$ cat src/rtl/daq_pkg.sv
// Shared definitions for the DAQ frame reader: FSM state encoding,
// default sync byte and the word-to-byte sizing helper.
// The CHK state only exists when DAQ_FRAME_CHECKSUM_EN is defined.
package daq_pkg;

  localparam logic [7:0] DEFAULT_SYNC_BYTE = 8'hA5;
  localparam int         STATE_W           = 3;
  // Wide enough for byte indices of words up to 64 bits
  localparam int         BYTE_IDX_W        = 3;

  typedef enum logic [STATE_W-1:0] {
    ST_IDLE   = 3'd0,
    ST_SYNC   = 3'd1,
    ST_SEQ    = 3'd2,
    ST_RD_REQ = 3'd3,
    ST_LATCH  = 3'd4,
    ST_BYTES  = 3'd5,
    ST_COUNT  = 3'd6
`ifdef DAQ_FRAME_CHECKSUM_EN
    ,
    ST_CHK    = 3'd7
`endif
  } state_t;

  function automatic int bytes_per_word(input int data_width);
    return data_width / 8;
  endfunction

endpackage

$ cat src/rtl/daq_word_serializer.sv
// Byte output stage of the frame reader. Holds the registered
// tx_data/tx_valid handshake pair and a shift register that walks a
// FIFO word out MSB byte first. Single header/trailer bytes are loaded
// directly through load_byte.
module daq_word_serializer
  import daq_pkg::*;
#(
  parameter int DATA_WIDTH = 32
) (
  input  logic                  clk,
  input  logic                  rst,
  input  logic                  load,
  input  logic [DATA_WIDTH-1:0] word,
  input  logic                  load_byte,
  input  logic [7:0]            byte_in,
  input  logic                  advance,
  input  logic                  clear,
  input  logic                  tx_ready,
  output logic [7:0]            tx_data,
  output logic                  tx_valid,
  output logic                  byte_done,
  output logic                  last_byte
);

  localparam int                    BPW      = bytes_per_word(DATA_WIDTH);
  localparam logic [BYTE_IDX_W-1:0] LAST_IDX = BYTE_IDX_W'(BPW - 1);

  logic [DATA_WIDTH-1:0] shift_reg;
  logic [DATA_WIDTH-1:0] shift_next;
  logic [BYTE_IDX_W-1:0] byte_idx;

  assign shift_next = shift_reg << 8;
  assign byte_done  = tx_valid && tx_ready;
  assign last_byte  = (byte_idx == LAST_IDX);

  // Handshake register: values only move on a control strobe, so the byte holds while unaccepted
  always_ff @(posedge clk or posedge rst) begin
    if (rst) begin
      shift_reg <= '0;
      byte_idx  <= '0;
      tx_data   <= 8'h00;
      tx_valid  <= 1'b0;
    end else if (load) begin
      shift_reg <= word;
      byte_idx  <= '0;
      tx_data   <= word[DATA_WIDTH-1 -: 8];
      tx_valid  <= 1'b1;
    end else if (load_byte) begin
      tx_data   <= byte_in;
      tx_valid  <= 1'b1;
    end else if (advance) begin
      shift_reg <= shift_next;
      byte_idx  <= byte_idx + BYTE_IDX_W'(1);
      tx_data   <= shift_next[DATA_WIDTH-1 -: 8];
    end else if (clear) begin
      tx_valid  <= 1'b0;
    end
  end

endmodule

$ cat src/rtl/daq_frame_reader.sv
// Read side of the DAQ sample FIFO. Pops words and streams them to the
// UART TX as frames: SYNC, SEQ, data bytes (MSB first), COUNT and,
// when DAQ_FRAME_CHECKSUM_EN is defined, a trailing XOR checksum byte.
// A frame closes early when the FIFO runs dry at a word boundary.
module daq_frame_reader
  import daq_pkg::*;
#(
  parameter int         DATA_WIDTH      = 32,
  parameter int         WORDS_PER_FRAME = 4,
  parameter logic [7:0] SYNC_BYTE       = DEFAULT_SYNC_BYTE
) (
  input  logic                  clk,
  input  logic                  rst,
  input  logic                  fifo_empty,
  output logic                  fifo_rd_en,
  input  logic [DATA_WIDTH-1:0] fifo_data,
  output logic [7:0]            tx_data,
  output logic                  tx_valid,
  input  logic                  tx_ready,
  output logic                  busy,
  output logic [15:0]           frames_sent
);

  localparam logic [7:0] WPF = 8'(WORDS_PER_FRAME);

  state_t     state;
  state_t     state_next;
  logic [7:0] seq;
  logic [7:0] word_cnt;
  logic [7:0] word_cnt_inc;

  logic       ser_load;
  logic       ser_load_byte;
  logic [7:0] ser_byte;
  logic       ser_advance;
  logic       ser_clear;
  logic       byte_done;
  logic       last_byte;

  logic       clr_frame;
  logic       word_inc;
  logic       frame_done;

`ifdef DAQ_FRAME_CHECKSUM_EN
  logic [7:0] chk;
  logic       chk_upd;
  logic [7:0] chk_in;
`endif

  assign word_cnt_inc = word_cnt + 8'd1;
  assign busy         = (state != ST_IDLE);

  daq_word_serializer #(
    .DATA_WIDTH(DATA_WIDTH)
  ) u_serializer (
    .clk       (clk),
    .rst       (rst),
    .load      (ser_load),
    .word      (fifo_data),
    .load_byte (ser_load_byte),
    .byte_in   (ser_byte),
    .advance   (ser_advance),
    .clear     (ser_clear),
    .tx_ready  (tx_ready),
    .tx_data   (tx_data),
    .tx_valid  (tx_valid),
    .byte_done (byte_done),
    .last_byte (last_byte)
  );

  // Frame sequencing: decides next state and strobes for the serializer and counters
  always_comb begin
    state_next    = state;
    fifo_rd_en    = 1'b0;
    ser_load      = 1'b0;
    ser_load_byte = 1'b0;
    ser_byte      = 8'h00;
    ser_advance   = 1'b0;
    ser_clear     = 1'b0;
    clr_frame     = 1'b0;
    word_inc      = 1'b0;
    frame_done    = 1'b0;
`ifdef DAQ_FRAME_CHECKSUM_EN
    chk_upd       = 1'b0;
    chk_in        = 8'h00;
`endif
    case (state)
      ST_IDLE: begin
        if (!fifo_empty) begin
          ser_load_byte = 1'b1;
          ser_byte      = SYNC_BYTE;
          clr_frame     = 1'b1;
          state_next    = ST_SYNC;
        end
      end
      ST_SYNC: begin
        if (byte_done) begin
          ser_load_byte = 1'b1;
          ser_byte      = seq;
          state_next    = ST_SEQ;
        end
      end
      ST_SEQ: begin
        if (byte_done) begin
`ifdef DAQ_FRAME_CHECKSUM_EN
          chk_upd    = 1'b1;
          chk_in     = seq;
`endif
          ser_clear  = 1'b1;
          state_next = ST_RD_REQ;
        end
      end
      ST_RD_REQ: begin
        if (!fifo_empty) begin
          fifo_rd_en = 1'b1;
          state_next = ST_LATCH;
        end else begin
          ser_load_byte = 1'b1;
          ser_byte      = word_cnt;
          state_next    = ST_COUNT;
        end
      end
      ST_LATCH: begin
        ser_load   = 1'b1;
        state_next = ST_BYTES;
      end
      ST_BYTES: begin
        if (byte_done) begin
`ifdef DAQ_FRAME_CHECKSUM_EN
          chk_upd = 1'b1;
          chk_in  = tx_data;
`endif
          if (last_byte) begin
            word_inc = 1'b1;
            if (word_cnt_inc == WPF) begin
              ser_load_byte = 1'b1;
              ser_byte      = word_cnt_inc;
              state_next    = ST_COUNT;
            end else begin
              ser_clear  = 1'b1;
              state_next = ST_RD_REQ;
            end
          end else begin
            ser_advance = 1'b1;
          end
        end
      end
      ST_COUNT: begin
        if (byte_done) begin
`ifdef DAQ_FRAME_CHECKSUM_EN
          chk_upd       = 1'b1;
          chk_in        = word_cnt;
          ser_load_byte = 1'b1;
          ser_byte      = chk ^ word_cnt;
          state_next    = ST_CHK;
`else
          frame_done = 1'b1;
          ser_clear  = 1'b1;
          state_next = ST_IDLE;
`endif
        end
      end
`ifdef DAQ_FRAME_CHECKSUM_EN
      ST_CHK: begin
        if (byte_done) begin
          frame_done = 1'b1;
          ser_clear  = 1'b1;
          state_next = ST_IDLE;
        end
      end
`endif
      default: state_next = ST_IDLE;
    endcase
  end

  // State register
  always_ff @(posedge clk or posedge rst) begin
    if (rst) state <= ST_IDLE;
    else     state <= state_next;
  end

  // Per-frame word count plus sequence number and completed-frame counter
  always_ff @(posedge clk or posedge rst) begin
    if (rst) begin
      word_cnt    <= 8'h00;
      seq         <= 8'h00;
      frames_sent <= 16'h0000;
    end else begin
      if (clr_frame)     word_cnt <= 8'h00;
      else if (word_inc) word_cnt <= word_cnt_inc;
      if (frame_done) begin
        seq         <= seq + 8'd1;
        frames_sent <= frames_sent + 16'd1;
      end
    end
  end

`ifdef DAQ_FRAME_CHECKSUM_EN
  // Running XOR of every byte after SYNC, restarted when a frame opens
  always_ff @(posedge clk or posedge rst) begin
    if (rst)            chk <= 8'h00;
    else if (clr_frame) chk <= 8'h00;
    else if (chk_upd)   chk <= chk ^ chk_in;
  end
`endif

endmodule

$ cat config.mk
export PLATFORM = sky130hd
export DESIGN_NAME = daq_frame_reader
export DESIGN_NICKNAME = d
export VERILOG_FILES = /design/src/rtl/daq_pkg.sv /design/src/rtl/daq_word_serializer.sv /design/src/rtl/daq_frame_reader.sv
export SDC_FILE = /design/constraint.sdc
export NUM_CORES = 1
export LEC_CHECK = 0
export ABC_AREA = 1
export BUFFER_PORTS_ARGS = -buffer_cell sky130_fd_sc_hd__buf_2
export CORE_UTILIZATION = 30
export CTS_CLUSTER_DIAMETER = 80
export CTS_CLUSTER_SIZE = 40
export DETAILED_ROUTE_END_ITERATION = 10
export GPL_TIMING_DRIVEN = 0
export PLACE_DENSITY = 0.49
export SYNTH_ARGS = -nofsm -noshare
export SYNTH_HDL_FRONTEND = slang
export SYNTH_SLANG_ARGS = --single-unit
$ cat constraint.sdc
create_clock -name clk -period 5 [get_ports clk]
set_input_delay 0.25 -clock clk [delete_from_list [all_inputs] [get_ports clk]]
set_output_delay 0.25 -clock clk [all_outputs]
set_load 0.05 [all_outputs]
==> flow_summary.ini, run 1 <==
[place]
port_buffers = 62
hpwl_mm = 6.69
gp_congestion = 0.823
dp_slack_ns = 2.87

[floorplanning]
num_rows = 40
start_util = 0.307
core-area_um2 = 12000
fp.dieH_um = 113
die-width_um = 113
io_pins = 63
die_area_um2 = 12700

[route]
first_pass_iters = 4
route.detailed.drc = 0
finalWirelength_mm = 8.92
viasPerCell = 4.75
drtAntennaViolNets = 0
drt_iter0_drc = 134
via_count = 3156
wl_per_cell_um = 13.4

[min_path]
holdPathEnd = u_serializer.shift_reg[0]$_DFFE_PP0P_
whs_path_depth = 3
min-delay-path-class = input pin to flip-flop
hold_start = fifo_data[0]

[global_route]
grt_start_max_net_pins = 47
track_usage = 0.153
overflow = 0
grt_pass1_wl_mm = 14.9
met3_usage = 0.0284
top_usage_layer = met2
use_met2 = 0.237
grt_use_met1 = 0.206
grt_pass1_vias = 3001
antenna_found_initial = 0

[power]
irDropWorstVdd_v = 0.000275
power_density_nw_per_um2 = 533
finalPower_mw = 2.38
total_leakage_power_nw = 2.23

[layout]
area_delta_synth_final_pct = 21.4
diodes = 0
largest_reg_flops = 24
multi_input_area_um2 = 1660
layout_common_cells = 118 x nand2_1, 71 x dfrtp_1, 65 x buf_2
drive_gt1_frac = 0.216
register_area_um2 = 1780
nets = 557
fill_cells = 1240
final_common_cell = nand2_1

[clock_network]
cts_tree = yes
cts_setup_buffers = 0
root_buffer = clkbuf_16
clock_latency_ns = 0.33
htree_levels = 3
clkSinkCount = 71
cts_buffers = 9
clkTransAtPathRegs_ns = 0.05
clockBufferDepth = 2

[synth]
ys_ff_latch = 71
syn_inst = 440
ys_seq_area_frac = 0.483
yosysWarnings = 0
syn_area_um2 = 3680
syn_avg_cell_area_um2 = 8.35
syn_nets = 482
yosysUniqueCellTypes = 38

[setup_path]
cp-start-kind = flip-flop
crit_arrival_ns = 2.34
critPathKind = flip-flop to flip-flop
critPathMaxFanout = 10
end_kind = flip-flop
rr_worst_depth = 11
timing.rr.start = word_cnt[1]$_DFFE_PP0P_
crit_start = word_cnt[1]$_DFFE_PP0P_
reg2reg_to = u_serializer.tx_data[1]$_DFFE_PP0P_
cp.required_ns = 5.22
rrSetupSlack_ns = 2.88

[status]
status = finished, final reports clean

[sta]
setup_viol = 0
finalSetupTns_ns = 0
hold_violations = 0
relSlewSlack = 0.602
worst_slew_pin_slew_ns = 0.597
rsz0062_at_grt = false
fin_skew_ns = 0.00464
fin_crit_ns = 2.12
fmax_mhz = 472
drv_slew = 0
worst_slack_ns = 2.88
hold_ws_ns = 0.124
period_share = 0.424

[flow_run]
cap_viol_max_count = 0
power breakdown:
group          leakage, nW  internal [mW]  switching (mW)  total [mW]
clock network        0.120          0.328           0.233       0.561
registers            0.898          0.758           0.109       0.867
logic                 1.22          0.298           0.653       0.951
total                 2.23           1.38           0.995        2.38
logic make-up (layout without fill, tap and decap cells):
kind of cell | Yosys count | after routing | synth area share
flip-flops | 71 | 71 | 0.483
adder cells (fa/ha/maj) | 6 | 6 | 0.0204
AO/OA/AOI/OAI | 55 | 55 | 0.0919
XOR/XNOR | 20 | 20 | 0.0477
buffers and inverters | 56 | 134 | 0.0647
AND/OR/NAND/NOR | 232 | 232 | 0.292
through the flow:
step / cell area (µm²) / utilization / instances
6_report: 4460 / 0.373 / 665
5_1_grt: 4460 / 0.373 / 665
4_1_cts: 4460 / 0.373 / 665
3_5_place_dp: 4200 / 0.351 / 650
3_3_place_gp: 4170 / 0.349 / 649
2_1_floorplan: 3680 / - / 440
repair_timing:
item	in CTS	in global routing
hold endpoints to repair	25	0
hold buffers	1	0
gates resized for setup	0	0
how the worst max path moves through the flow:
stage | to | slack (ns) | cells after the start
6_report | u_serializer.tx_data[1]$_DFFE_PP0P_ | 2.88 | 11
3_3_place_gp | u_serializer.tx_data[1]$_DFFE_PP0P_ | 1.94 | 2
4_1_cts | u_serializer.tx_data[1]$_DFFE_PP0P_ | 2.87 | 11
2_1_floorplan | frames_sent[0]$_DFFE_PP0P_ | 2.95 | 1
3_5_place_dp | u_serializer.tx_data[1]$_DFFE_PP0P_ | 2.87 | 11
5_1_grt | u_serializer.tx_data[4]$_DFFE_PP0P_ | 2.69 | 11
cells in the mapped netlist:
master / instances / share of area
a21oi_1: 9 / 0.012
a22oi_1: 3 / 0.0061
o21ai_0: 14 / 0.019
nor3_2: 3 / 0.0082
o22ai_1: 3 / 0.0051
o21ai_1: 3 / 0.0041
a22o_1: 1 / 0.0024
nand4_2: 1 / 0.0034
clkinv_2: 1 / 0.0014
clkbuf_1: 4 / 0.0041
nand4_4: 1 / 0.0058
o31ai_1: 7 / 0.014
buf_2: 3 / 0.0041
nor4_1: 1 / 0.0017
nand2_2: 1 / 0.0017
nor3b_1: 1 / 0.0020
o21bai_1: 1 / 0.0020
nor3_1: 3 / 0.0041
nor2_2: 3 / 0.0051
buf_6: 2 / 0.0061
inv_1: 38 / 0.039
nand4_1: 10 / 0.017
nand2_1: 118 / 0.12
o211ai_1: 2 / 0.0041
xnor2_1: 11 / 0.026
a221oi_1: 3 / 0.0071
or2_2: 8 / 0.014
buf_4: 2 / 0.0041
inv_2: 6 / 0.0061
a31oi_1: 9 / 0.015
xor2_1: 9 / 0.021
ha_1: 6 / 0.020
nor2_1: 42 / 0.043
nor3_4: 3 / 0.013
nor2_4: 1 / 0.0031
nand3_1: 35 / 0.048
nand3b_1: 1 / 0.0020
dfrtp_1: 71 / 0.48
cell type report:
class,count,share of cell area
Clock buffer,10,0.0513
Tap cell,147,0.0412
Clock inverter,4,0.00561
Inverter,45,0.0387
Buffer,11,0.0151
Timing Repair Buffer,64,0.0779
Multi-Input combinational cell,313,0.372
Sequential cell,71,0.398
layer usage:
metal  vias up  part of all wire
li1       1610                 -
met1      1484              0.49
met2        52              0.47
met3        10             0.028
met4         0             0.017
met5         -                 0
critical path: stages (launching register included):
cell,delay [ns]
dfrtp_1,0.45
ha_1,0.24
nand3_1,0.11
o21bai_1,0.14
nand2_1,0.07
nor2_1,0.27
nand4_2,0.20
buf_6,0.19
nand2_1,0.09
nand3_1,0.11
nand2_1,0.09
o21ai_1,0.05
(Power assumes the default switching activity.)
==> inputs of run 2 (changes only) <==
--- a/config.mk
+++ b/config.mk
@@ -12,7 +12,7 @@
 export CTS_CLUSTER_SIZE = 40
 export DETAILED_ROUTE_END_ITERATION = 10
 export GPL_TIMING_DRIVEN = 0
-export PLACE_DENSITY = 0.49
+export PLACE_DENSITY = 0.51
 export SYNTH_ARGS = -nofsm -noshare
 export SYNTH_HDL_FRONTEND = slang
 export SYNTH_SLANG_ARGS = --single-unit
==> constraint.sdc (replaced) <==
create_clock -name clk -period 1.8 [get_ports clk]
set_input_delay 0.09 -clock clk [delete_from_list [all_inputs] [get_ports clk]]
set_output_delay 0.09 -clock clk [all_outputs]
set_load 0.05 [all_outputs]
==> flow_summary.ini, run 2 (synthesis gave the netlist of run 1 again) <==
[status]
status = finished with violations
violations = negative setup slack

[power]
total_leakage_power_nw = 2.49
irDropWorstVdd_v = 0.000765
power_density_nw_per_um2 = 1480

[sta]
fin_crit_ns = 1.81
relSlewSlack = 0.500
rsz0062_at_grt = true
fmax_mhz = 551
drv_slew = 0
setup_viol = 1
worst_slack_ns = -0.0139
worst_slew_pin_slew_ns = 0.749
finalSetupTns_ns = -0.0139
hold_violations = 0
period_share = 1.01
fin_skew_ns = 0.00885

[clock_network]
clock_latency_ns = 0.34
cts_buffers = 9
root_buffer = clkbuf_16
clockBufferDepth = 2
cts_tree = yes
clkSinkCount = 71
htree_levels = 3
clkTransAtPathRegs_ns = 0.06

[setup_path]
cp-start-kind = flip-flop
reg2reg_to = u_serializer.tx_data[1]$_DFFE_PP0P_
critPathKind = flip-flop to flip-flop
cp.required_ns = 2.07
end_kind = flip-flop
rr_worst_depth = 10
rrSetupSlack_ns = -0.01
timing.rr.start = u_serializer.byte_idx[0]$_DFFE_PP0P_
critPathMaxFanout = 6
crit_arrival_ns = 2.08

[floorplanning]
start_util = 0.307
die_area_um2 = 12700
core-area_um2 = 12000
die-width_um = 113
fp.dieH_um = 113
io_pins = 63
num_rows = 40

[global_route]
overflow = 0
track_usage = 0.163
grt_pass1_wl_mm = 16.1
grt_start_max_net_pins = 40
grt_pass1_vias = 3302
antenna_found_initial = 0

[place]
gp_congestion = 0.802
port_buffers = 62
place_inst = 650
place_area_um2 = 4200
hpwl_mm = 6.78

[min_path]
whs_path_depth = 3
hold_start = fifo_data[3]
holdPathEnd = u_serializer.shift_reg[3]$_DFFE_PP0P_
min-delay-path-class = input pin to flip-flop

[layout]
register_area_um2 = 1780
largest_reg_flops = 24
fin_area_um2 = 5070
fill_cells = 1220
layout_common_cells = 106 x nand2_1, 66 x dfrtp_1, 64 x buf_2
final_cells = 698
area_delta_synth_final_pct = 37.8
nets = 588
drive_gt1_frac = 0.352
diodes = 0
multi_input_area_um2 = 1930
final_common_cell = nand2_1

[route]
via_count = 3356
first_pass_iters = 6
viasPerCell = 4.81
drtAntennaViolNets = 0
finalWirelength_mm = 9.72
drt_iter0_drc = 117
route.detailed.drc = 0
wl_per_cell_um = 13.9

[flow_run]
cap_viol_max_count = 0
-- run 2: through the flow --
stage / setup WS [ns] / util / power (mW) / hold slack [ns]
2_1_floorplan: 0.00451 / - / 4.39 / 0.207
3_3_place_gp: -0.327 / 0.350 / 5.04 / 0.298
3_5_place_dp: -0.357 / 0.351 / 5.11 / 0.261
4_1_cts: -0.0183 / 0.405 / 7.25 / 0.00166
5_1_grt: -0.115 / 0.424 / 8.02 / 0.00890
6_report: -0.0139 / 0.424 / 7.48 / 0.00698
-- run 2: cell type report --
class	instances	area share
timing repair buffer	94	0.117
inverter	45	0.0360
clock buffer	9	0.0444
sequential	71	0.352
clock inverter	7	0.0188
buffer	11	0.0160
multi-input combinational	314	0.380
tap	147	0.0363
-- run 2: repair_timing --
| item | 4_1_cts | 5_1_grt |
|---|---|---|
| buffers inserted | 13 | 7 |
| cloned | 1 | 2 |
| pin swaps | 17 | 26 |
| hold endpoints to repair | 40 | 0 |
| hold buffers | 9 | 0 |
| resized for setup | 34 | 42 |
| setup endpoints to repair | 42 | 43 |
-- run 2: worst max-delay path by stage --
stage	from	end	slack, ns	cells past startpoint
2_1_floorplan	u_serializer.tx_valid$_DFFE_PP0P_	frames_sent[15]$_DFFE_PP0P_	0.005	9
3_3_place_gp	word_cnt[1]$_DFFE_PP0P_	u_serializer.tx_data[1]$_DFFE_PP0P_	-0.33	11
3_5_place_dp	word_cnt[1]$_DFFE_PP0P_	u_serializer.tx_data[1]$_DFFE_PP0P_	-0.36	11
4_1_cts	word_cnt[1]$_DFFE_PP0P_	u_serializer.tx_data[1]$_DFFE_PP0P_	-0.02	12
5_1_grt	word_cnt[0]$_DFFE_PP0P_	u_serializer.tx_data[3]$_DFFE_PP0P_	-0.11	11
6_report	u_serializer.byte_idx[0]$_DFFE_PP0P_	u_serializer.tx_data[1]$_DFFE_PP0P_	-0.01	10
-- run 2: routing by layer --
metal / share of wire / global-route usage / up-vias
li1: - / - / 1672
met1: 0.47 / 0.214 / 1606
met2: 0.48 / 0.259 / 61
met3: 0.028 / 0.0375 / 17
met4: 0.023 / 0.0684 / 0
met5: 0 / 0 / -
-- run 2: power by group --
part / leakage (nW) / switching [mW] / internal (mW)
logic: 1.44 / 2.04 / 1.08
clock network: 0.156 / 0.718 / 1.21
registers: 0.893 / 0.321 / 2.11
-- run 2: critical path, cell delays in order, from the launching register on --
cell,delay (ns)
dfrtp_1,0.36
ha_1,0.16
ha_1,0.15
inv_2,0.06
nor3_4,0.28
buf_6,0.17
buf_4,0.13
nand4_1,0.15
nand3_4,0.13
nand2_2,0.05
o21ai_1,0.11
==> inputs of run 3 (changes only) <==
--- a/config.mk
+++ b/config.mk
@@ -7,6 +7,7 @@
 export LEC_CHECK = 0
 export ABC_AREA = 1
 export BUFFER_PORTS_ARGS = -buffer_cell sky130_fd_sc_hd__buf_2
+export CORE_MARGIN = 8
 export CORE_UTILIZATION = 30
 export CTS_CLUSTER_DIAMETER = 80
 export CTS_CLUSTER_SIZE = 40
==> flow_summary.ini, run 3 (synthesis gave the netlist of run 1 again) <==
[status]
status = finished with violations
violations = negative setup slack

[clock_network]
cts_tree = yes
clkTransAtPathRegs_ns = 0.06
cts_buffers = 9
htree_levels = 3
clock_latency_ns = 0.33
clockBufferDepth = 2
clkSinkCount = 71
root_buffer = clkbuf_16

[place]
dp_slack_ns = -0.327
hpwl_mm = 7.15
place_inst = 650
port_buffers = 62
gp_congestion = 0.826

[global_route]
antenna_found_initial = 0
grt_start_max_net_pins = 38
grt_pass1_vias = 3371
overflow = 0
grt_pass1_wl_mm = 16.1
track_usage = 0.125

[route]
wl_per_cell_um = 14.2
via_count = 3313
drtAntennaViolNets = 0
finalWirelength_mm = 9.89
viasPerCell = 4.77
drt_iter0_drc = 162
route.detailed.drc = 0
first_pass_iters = 4

[layout]
largest_reg_flops = 24
layout_common_cells = 107 x nand2_1, 66 x dfrtp_1, 64 x buf_2
nets = 588
drive_gt1_frac = 0.354
final_cells = 695
final_common_cell = nand2_1
diodes = 0
area_delta_synth_final_pct = 37.4
fill_cells = 1239

[setup_path]
path_buf_inv = 2
critPathMaxFanout = 5
critical_path.cell_chain = ha_4 > nand2_4 > inv_2 > nor2_2 > nand3_1 > nor2_2 > nand4_4 > buf_6 > nand3_2 > nand3_2 > nand3_2 > nand2_1
worst_path_max_delay_cell = dfrtp_2
critical_path.most_common_cell = nand3_2
cp.required_ns = 2.03
cp-start-kind = flip-flop
crit_arrival_ns = 2.04
crit_start = word_cnt[1]$_DFFE_PP0P_
end_kind = flip-flop
timing.rr.start = word_cnt[1]$_DFFE_PP0P_
max_stage_delay_ns = 0.42
critPathKind = flip-flop to flip-flop
crit_family = simple AND/OR/NAND/NOR gates

[floorplanning]
num_rows = 40
io_pins = 63
core-area_um2 = 12000
die-width_um = 127
fp.dieH_um = 127
die_area_um2 = 16100
start_util = 0.306

[sta]
fin_crit_ns = 1.81
period_share = 1.01
setup_viol = 3
worst_slack_ns = -0.0115
fin_skew_ns = 0.00804
worst_slew_pin_slew_ns = 0.804
hold_ws_ns = 0.00776
fmax_mhz = 552
drv_slew = 0
hold_violations = 0
relSlewSlack = 0.463
rsz0062_at_grt = true

[flow_run]
cap_viol_max_count = 0

[power]
irDropWorstVdd_v = 0.000637
power_density_nw_per_um2 = 1450
total_leakage_power_nw = 2.48

[min_path]
hold_start = fifo_data[3]
min-delay-path-class = input pin to flip-flop
run 3: changes by cell type in the layout (fill, tap and decap cells not counted), sizes merged:
| cell | previous run | this run |
|---|---|---|
| buf | 91 | 95 |
| clkinv | 4 | 1 |
| dlygate4sd3 | 9 | 6 |
| bufinv | 2 | 1 |
| inv | 44 | 43 |
| clkbuf | 14 | 16 |
| clkinvlp | 2 | 1 |
run 3: tightest hold or removal path, delay by kind of cell:
kind / cells / cell delay, ns
AND/OR/NAND/NOR: 1 / 0.05
buffers and inverters: 1 / 0.10
AO/OA/AOI/OAI: 1 / 0.06
run 3: cell type report:
class / instances / area, µm² / share of cell area
Multi-Input combinational cell: 314 / 1940 / 0.383
Sequential cell: 71 / 1780 / 0.353
Timing Repair Buffer: 94 / 589 / 0.117
Clock buffer: 12 / 256 / 0.0508
Inverter: 45 / 188 / 0.0372
Tap cell: 147 / 184 / 0.0364
Buffer: 11 / 83.8 / 0.0166
Clock inverter: 1 / 30.0 / 0.00595
run 3: routing by layer:
| layer | wire length (µm) | vias up | share of wire | global-route usage |
|---|---|---|---|---|
| met5 | 0 | - | 0 | 0 |
| met3 | 244 | 19 | 0.025 | 0.0276 |
| met1 | 4580 | 1583 | 0.46 | 0.151 |
| li1 | - | 1665 | - | - |
| met2 | 4790 | 46 | 0.48 | 0.203 |
| met4 | 272 | 0 | 0.028 | 0.0686 |
run 3: metrics by stage:
stage | TNS [ns] | area (µm²) | util | power (mW)
floorplan | 0 | 3690 | - | 4.39
global placement | -4.15 | 4180 | 0.348 | 5.06
detailed placement | -4.43 | 4200 | 0.350 | 5.10
CTS | 0 | 4780 | 0.398 | 7.11
global route | -1.39 | 5050 | 0.421 | 7.83
finish | -0.0275 | 5050 | 0.421 | 7.33
run 3: path summary, 6_finish.rpt:
path	to	slack (ns)	cells past startpoint
worst min register to register	frames_sent[15]$_DFFE_PP0P_	0.47	1
worst max register to register	u_serializer.tx_data[7]$_DFFE_PP0P_	-0.01	12
max in group asynchronous	u_serializer.tx_valid$_DFFE_PP0P_	0.71	4
worst max-delay path	u_serializer.tx_data[7]$_DFFE_PP0P_	-0.01	12
worst min-delay path	u_serializer.shift_reg[3]$_DFFE_PP0P_	0.008	3
min in group asynchronous	frames_sent[12]$_DFFE_PP0P_	0.45	3
run 3: power by group:
part	total (mW)	internal [mW]	switching (mW)
sequential	2.42	2.11	0.311
clock	1.75	1.12	0.629
combinational	3.16	1.11	2.05
run 3: timing repair:
| action | CTS | global route |
|---|---|---|
| cloned | 2 | 0 |
| resized for setup | 36 | 46 |
| pin swaps | 15 | 35 |
| hold buffers | 6 | 0 |
| setup endpoints to repair | 38 | 47 |
| setup buffers | 11 | 13 |
| hold endpoints to repair | 39 | 0 |
